File: config.mk
export PLATFORM = sky130hd
export DESIGN_NAME = deserializer
export DESIGN_NICKNAME = d
export VERILOG_FILES = /design/src/rtl/deserializer_pkg.sv /design/src/rtl/deserializer.sv
export SDC_FILE = /design/constraint.sdc
export NUM_CORES = 1
export LEC_CHECK = 0
export ABC_AREA = 1
export BUFFER_PORTS_ARGS = -buffer_cell sky130_fd_sc_hd__buf_2
export CAP_MARGIN = 25
export CORE_ASPECT_RATIO = 0.6
export CORE_UTILIZATION = 42
export CTS_BUF_LIST = sky130_fd_sc_hd__clkbuf_16
export DETAILED_ROUTE_END_ITERATION = 10
export HOLD_SLACK_MARGIN = 0.02
export PLACE_DENSITY_LB_ADDON = 0.05
export SETUP_SLACK_MARGIN = 0.3
export SLEW_MARGIN = 20
export SYNTH_ARGS = -nofsm -noshare
export SYNTH_HDL_FRONTEND = slang
export SYNTH_SLANG_ARGS = --single-unit
File: constraint.sdc
create_clock -name clk_i -period 3.2 [get_ports clk_i]
set_clock_uncertainty 0.2 [all_clocks]
set_input_delay 0 -clock clk_i [delete_from_list [all_inputs] [get_ports clk_i]]
set_output_delay 0 -clock clk_i [all_outputs]
set_load 0.01 [all_outputs]
File: src/rtl/deserializer_pkg.sv
// Shared types and constants for the serial-to-parallel receiver.
package deserializer_pkg;

  typedef enum logic [0:0] {
    StIdle,
    StCollect
  } deser_state_t;

  // Shortest burst accepted when DESERIALIZER_MIN_LEN_EN is defined.
  localparam int unsigned MIN_BURST = 3;

endpackage

File: src/rtl/deserializer.sv
// Reassembles MSB-first serial bursts into left-aligned words with a bit count.
// Optional DESERIALIZER_MIN_LEN_EN drops 1- and 2-bit bursts and pulses err_o instead.
module deserializer
  import deserializer_pkg::*;
#(
  parameter int unsigned WIDTH = 16,
  parameter int unsigned MOD_W = $clog2(WIDTH) + 1
) (
  input  logic             clk_i,
  input  logic             arst_i,
  input  logic             ser_data_i,
  input  logic             ser_data_val_i,
  output logic [WIDTH-1:0] data_o,
  output logic [MOD_W-1:0] data_mod_o,
  output logic             data_val_o,
  output logic             busy_o,
  output logic             err_o
);

  deser_state_t state_q, state_d;

  logic [WIDTH-1:0] shreg_q, shreg_d;
  logic [MOD_W-1:0] cnt_q, cnt_d;
  logic [WIDTH-1:0] data_q, data_d;
  logic [MOD_W-1:0] mod_q, mod_d;
  logic             val_q, val_d;
  logic             busy_q, busy_d;
  logic             err_q, err_d;

  logic [WIDTH-1:0] base;
  logic [WIDTH-1:0] mask;
  logic [MOD_W-1:0] cnt_inc;
  logic             emit;
  logic [WIDTH-1:0] emit_word;
  logic [MOD_W-1:0] emit_mod;

  always_ff @(posedge clk_i or posedge arst_i) begin
    if (arst_i) begin
      state_q <= StIdle;
      shreg_q <= '0;
      cnt_q   <= '0;
      data_q  <= '0;
      mod_q   <= '0;
      val_q   <= 1'b0;
      busy_q  <= 1'b0;
      err_q   <= 1'b0;
    end else begin
      state_q <= state_d;
      shreg_q <= shreg_d;
      cnt_q   <= cnt_d;
      data_q  <= data_d;
      mod_q   <= mod_d;
      val_q   <= val_d;
      busy_q  <= busy_d;
      err_q   <= err_d;
    end
  end

  // A completed word returns to idle; a bit on the very next edge starts a fresh
  // word from idle, so back-to-back words lose no cycle.
  always_comb begin
    state_d = state_q;
    unique case (state_q)
      StIdle:    if (ser_data_val_i) state_d = StCollect;
      StCollect: if (!ser_data_val_i || cnt_q == MOD_W'(WIDTH - 1)) state_d = StIdle;
      default:   state_d = StIdle;
    endcase
  end

  assign cnt_inc = cnt_q + MOD_W'(1);

  always_comb begin
    base      = (state_q == StCollect) ? shreg_q : '0;
    mask      = {1'b1, {(WIDTH-1){1'b0}}} >> cnt_q;
    shreg_d   = shreg_q;
    cnt_d     = cnt_q;
    emit      = 1'b0;
    emit_word = '0;
    emit_mod  = '0;
    if (ser_data_val_i) begin
      shreg_d = ser_data_i ? (base | mask) : base;
      if (cnt_inc == MOD_W'(WIDTH)) begin
        emit      = 1'b1;
        emit_word = shreg_d;
        emit_mod  = cnt_inc;
        cnt_d     = '0;
      end else begin
        cnt_d = cnt_inc;
      end
    end else if (state_q == StCollect) begin
      emit      = 1'b1;
      emit_word = shreg_q;
      emit_mod  = cnt_q;
      cnt_d     = '0;
    end
  end

  always_comb begin
    data_d = data_q;
    mod_d  = mod_q;
    val_d  = 1'b0;
    err_d  = 1'b0;
    busy_d = (cnt_d != '0);
    if (emit) begin
`ifdef DESERIALIZER_MIN_LEN_EN
      if (emit_mod < MOD_W'(MIN_BURST)) begin
        err_d = 1'b1;
      end else begin
        data_d = emit_word;
        mod_d  = emit_mod;
        val_d  = 1'b1;
      end
`else
      data_d = emit_word;
      mod_d  = emit_mod;
      val_d  = 1'b1;
`endif
    end
  end

  assign data_o     = data_q;
  assign data_mod_o = mod_q;
  assign data_val_o = val_q;
  assign busy_o     = busy_q;
  assign err_o      = err_q;

endmodule
# After elaboration in Yosys (flattened, before gate mapping)
# Index checks and enable logic that the tools add are counted.
# Widths: inputs -> output; s select.
dict set report op_classes {
  n_mux 17
  n_div 0
  bitwise 2
  n_lt_le_gt_ge 0
  reduce_logical 3
  multipliers 0
  addsub 1
  shifts 1
  eq_ne 2
}
# op n
set op_table {}
lappend op_table {{$mux 16} 4}
lappend op_table {{$mux 5} 6}
lappend op_table {{$or 16x16->16} 1}
lappend op_table {{$shr 16x5->16 const A} 1}
lappend op_table {{$mux 1} 6}
lappend op_table {{$add 5x1->5 const B} 1}
lappend op_table {{$eq 5x4->1 const B} 1}
lappend op_table {{$eq 5x5->1 const B} 1}
lappend op_table {{$reduce_bool 5->1} 1}
lappend op_table {{$pmux 1 s2} 1}
lappend op_table {{$logic_not 1->1} 1}
lappend op_table {{$logic_or 1x1->1} 1}
lappend op_table {{$not 1->1} 1}
dict set report word_totals {
  rom_bits 0
  memories 0
  latchBits 0
  regBits 45
  word_cells 33
  ramBits 0
}

# Longest topological paths before layout
dict set report logic_depth {
  word_depth 5
  mapped_depth 9
}

# Worst setup path before layout
# OpenSTA, ideal clock, no wires.
dict set report synth_path {
  kind {flip-flop to flip-flop}
  start {register cnt_q[0]}
  end {register data_q[10] (netlist: data_o[10])}
  setup_slack_ns 1.174
  arrival_ns 1.757
  setup_time_ns 0.069
  synth_period_minus_slack_ns 2.026
  path_stages_with_launch 10
  cell_sequence {dfrtp_1 > ha_1 > nand2_1 > nor2_1 > ha_1 > nor2_2 > buf_4 > buf_4 > nand3_1 > nand3_1}
}
dict set report synth_via {
  elab_chain_cells 5
  elab_cells_between_ends 9
  classes_between {1 x add/sub; 1 x eq/ne; 1 x shift; 5 x mux; 1 x bitwise}
}
# element line_no
set synth_lines {}
lappend synth_lines {{start: declaration} deserializer.sv:23} ;# logic [MOD_W-1:0] cnt_q, cnt_d;
lappend synth_lines {{start signal: assignment} deserializer.sv:50} ;# cnt_q <= cnt_d;
lappend synth_lines {{$shr 16x5->16} deserializer.sv:74} ;# mask = {1'b1, {(WIDTH-1){1'b0}}} >> cnt_q;
lappend synth_lines {{$or 16x16->16} deserializer.sv:81} ;# shreg_d = ser_data_i ? (base | mask) : base;
lappend synth_lines {{$mux 16} deserializer.sv:81}
lappend synth_lines {{$mux 16} deserializer.sv:82} ;# if (cnt_inc == MOD_W'(WIDTH)) begin
lappend synth_lines {{$mux 16} deserializer.sv:80} ;# if (ser_data_val_i) begin
lappend synth_lines {{end signal: assignment} deserializer.sv:51} ;# data_q <= data_d;
lappend synth_lines {{end: declaration} deserializer.sv:24} ;# logic [WIDTH-1:0] data_q, data_d;
# Several ways; a longest one is shown, not always the timed one.
# A chain may end at the register's enable or synchronous reset.

# Worst setup path after layout
dict set report layout_path {
  start {register cnt_q[0]}
  end {register data_q[3] (netlist: data_o[3])}
}
# Same word-level chain as after synthesis.

==> summary.md <==
| Metric | Value |
|---|---|
| Final Hold Vio Count | `0` |
| Worst endpoint data arrival time | `2.43 ns` |
| Max rail drop VDD | `0.214 mV` |
| Proportion of netlist area held by the largest area contributor | `49.5%` |
| Total congestion overflow | `0` |
| Count of vias placed by the detailed router | `1,956` |
| Clk root buf | `sky130_fd_sc_hd__clkbuf_16` |
| Die area | `5720 sq um` |
| Global router's overall resource usage | `20.4%` |
| Post-layout total power | `1.41 mW` |
| Via count normalized by instance count | `5.29` |
| Sequential area share after synthesis | `49.5%` |
| Cell accounting for the most synthesized area | `sky130_fd_sc_hd__dfrtp_1` |
| Net count reported at finish | `315` |
| Crit path buffers/inverters | `0` |
| Placed wire-length estimate | `3530 um` |
| DP Area | `2400 sq um` |
| Wire per inst | `15.0 um` |
| Min setup slack post-route | `0.737 ns` |
| Global-route wire length before repair | `9050 um` |
| Layout cells sized above 1 | `15.5%` |
| Average cell area after synthesis | `8.01 sq um` |
| Initial antenna violation count | `0` |
| Data required time of the worst path | `3.16 ns` |
| Worst hold margin | `0.0332 ns` |
| Port Buf Inserts | `26` |
| I/O pin total | `28` |
| Fill cell count | `488` |
| Number of distinct standard cells referenced by the synthesized netlist | `21` |
| Number of routed nets with antenna violations | `0` |
| Detailed-routing iteration count for the pre-antenna-repair pass | `4` |
| Synthesized area | `2270 sq um` |
| DRC marker count from the first detailed-route iteration | `122` |
| Number of non-filler instances in the completed layout | `370` |
| Critical Path Start Type | `flip-flop` |
| Peak clock frequency supported by timing | `406 MHz` |
| Type of element capturing the critical path | `flip-flop` |
| Vert. Die Dim | `59.0 um` |
| Setup TNS | `0 ns` |
| Clock Sink Count | `45` |
| Maximum count of clock buffers along a single path | `2` |
| Critical Path Fanout Max | `22` |
| Number of global-route vias before repair | `1,759` |
| Critical path's largest stage delay | `0.55 ns` |
| Number of placement rows | `20` |
| Leakage power | `1.32 nW` |
| Synthesis Warnings | `0` |
| Insertion delay to the later sink of the worst-skew pair | `0.28 ns` |
| Type of the worst setup path | `reg -> reg` |
| Top library cells by usage in the layout, fill and taps aside | `88 x sky130_fd_sc_hd__nand2_1, 74 x sky130_fd_sc_hd__nand3_1, 45 x sky130_fd_sc_hd__dfrtp_1` |
| Worst slew margin relative to its limit | `61.9%` |
| Top cells by area in the synthesized netlist | `sky130_fd_sc_hd__dfrtp_1 50%, sky130_fd_sc_hd__nand3_1 16%, sky130_fd_sc_hd__nand2_1 15%` |
| Initial cell density of the core | `44.3%` |
| Max-capacitance violation count | `0` |
| Num CTS Buffers | `5` |
| Total nets after synthesis | `294` |
| Worst setup slack after placement | `0.757 ns` |
| Tcrit/Tclk final | `77.0%` |
| Final core area utilization | `50.1%` |
| RSZ-0062 raised after global routing | `no` |
| Total of endpoints with negative setup slack in the final report | `0` |
| Number of instances in the synthesized netlist | `284` |
| Status | `finished clean` |
| Critical path, cell by cell | `ha_1, nand2_1, nor2_1, ha_1, nor2_2, nand3_2, nand3_1, nand3_1` |
| Pwr per Cell Area | `548 nW/um^2` |
| Aggregate routed wire length | `5540 um` |
| Clock edge transition at the registers on the reported setup and hold paths | `0.06 ns` |
| Non-Filler Cell Area, Final | `2570 sq um` |
| P&R area growth vs syn | `13.0%` |
| Count of state elements after synthesis | `45` |
| H-Tree Level Count | `2` |
| Worst min path class | `in -> async` |
| Number of diodes | `0` |
| Overall die width | `97.0 um` |
| Core footprint | `5130 sq um` |
| Worst path slowest cell | `sky130_fd_sc_hd__dfrtp_1` |
| # DRC | `0` |
| Routability congestion estimate | `0.799` |
| Worst-Margin Slew | `0.570 ns` |
| Most common library cell in the layout ignoring fill and taps | `sky130_fd_sc_hd__nand2_1` |
| Dominant delay contributor by cell family on the critical path | `simple AND/OR/NAND/NOR gates` |
| Largest net degree at the start of global routing | `46` |
| Inst Count DP | `361` |
| TritonCTS clock tree | `yes` |
| Max-slew violations | `0` |
| Clock period minus worst slack | `2.46 ns` |
==> kinds of logic (layout without fill, tap and decap cells) <==
kind of cell | Yosys count | after routing | share of synthesized area [%]
AO/OA/AOI/OAI | 25 | 25 | 5.56
other | 1 | 1 | 0.165
flip-flops | 45 | 45 | 49.5
buffers and inverters | 31 | 51 | 6.77
AND/OR/NAND/NOR | 176 | 176 | 34.7
adder cells (fa/ha/maj) | 6 | 6 | 3.30
==> worst register-to-register path, cell delays in order, from the launching register on <==
cell	delay, ns
sky130_fd_sc_hd__dfrtp_1	0.55
sky130_fd_sc_hd__ha_1	0.26
sky130_fd_sc_hd__nand2_1	0.13
sky130_fd_sc_hd__nor2_1	0.13
sky130_fd_sc_hd__ha_1	0.24
sky130_fd_sc_hd__nor2_2	0.14
sky130_fd_sc_hd__nand3_2	0.40
sky130_fd_sc_hd__nand3_1	0.21
sky130_fd_sc_hd__nand3_1	0.08
==> routing by layer <==
metal  global-route usage [%]  up-vias  part of all wire [%]
li1                         -      981                     -
met1                     30.3      914                    53
met2                     30.2       56                    41
met5                        0        -                     0
met4                     5.76        0                  0.83
met3                     4.48        5                   5.5
==> sequential cells by signal, summed over array words and instances (netlist names) <==
name,flops
busy_o,1
cnt_q,5
data_mod_o,5
data_o,16
data_val_o,1
shreg_q,16
state_q,1
==> cells in the mapped netlist <==
library cell	instances
sky130_fd_sc_hd__buf_6	1
sky130_fd_sc_hd__inv_2	4
sky130_fd_sc_hd__buf_4	6
sky130_fd_sc_hd__o21ai_0	20
sky130_fd_sc_hd__nand2_1	88
sky130_fd_sc_hd__nand3_1	74
sky130_fd_sc_hd__nand4_1	2
sky130_fd_sc_hd__dfrtp_1	45
sky130_fd_sc_hd__nor2_1	5
sky130_fd_sc_hd__nand2_2	2
sky130_fd_sc_hd__conb_1	1
sky130_fd_sc_hd__inv_1	10
sky130_fd_sc_hd__clkbuf_1	4
sky130_fd_sc_hd__a21oi_1	2
sky130_fd_sc_hd__ha_1	6
sky130_fd_sc_hd__nor2_2	2
sky130_fd_sc_hd__buf_2	6
sky130_fd_sc_hd__o22ai_1	1
sky130_fd_sc_hd__nor2_4	1
sky130_fd_sc_hd__o21ai_1	2
sky130_fd_sc_hd__nand3_2	2
==> final timing paths <==
path,start,endpoint,slack (ns),cells past startpoint
setup / recovery,cnt_q[0],data_o[3],0.74,8
hold / removal,arst_i,data_o[4],0.03,3
setup reg to reg,cnt_q[0],data_o[3],0.74,8
hold reg to reg,shreg_q[0],data_o[0],0.29,2
max in group asynchronous,arst_i,cnt_q[4],2.28,4
min in group clk_i,ser_data_i,shreg_q[6],0.23,5
==> where the power goes <==
group | switching, mW | internal (mW) | leakage [nW]
clock | 0.207 | 0.279 | 0.0655
sequential | 0.0541 | 0.629 | 0.606
combinational | 0.157 | 0.0821 | 0.650
total | 0.418 | 0.991 | 1.32
==> cell type report <==
type                            count  area (sq um)  share of cell area [%]
Tap cell                           66          82.6                    3.21
Multi-Input combinational cell    208           993                    38.7
Clock buffer                        5           125                    4.87
Clock inverter                      1          5.00                   0.195
Timing Repair Buffer               31           185                    7.21
Sequential cell                    45          1130                    43.8
Inverter                           14          52.6                    2.04
==> timing repair <==
item | CTS | global route
hold endpoints to repair | 62 | 0
buffers inserted | 0 | 0
gates resized for setup | 0 | 0
hold buffers | 2 | 0
Power figures use the tool's default switching activity.
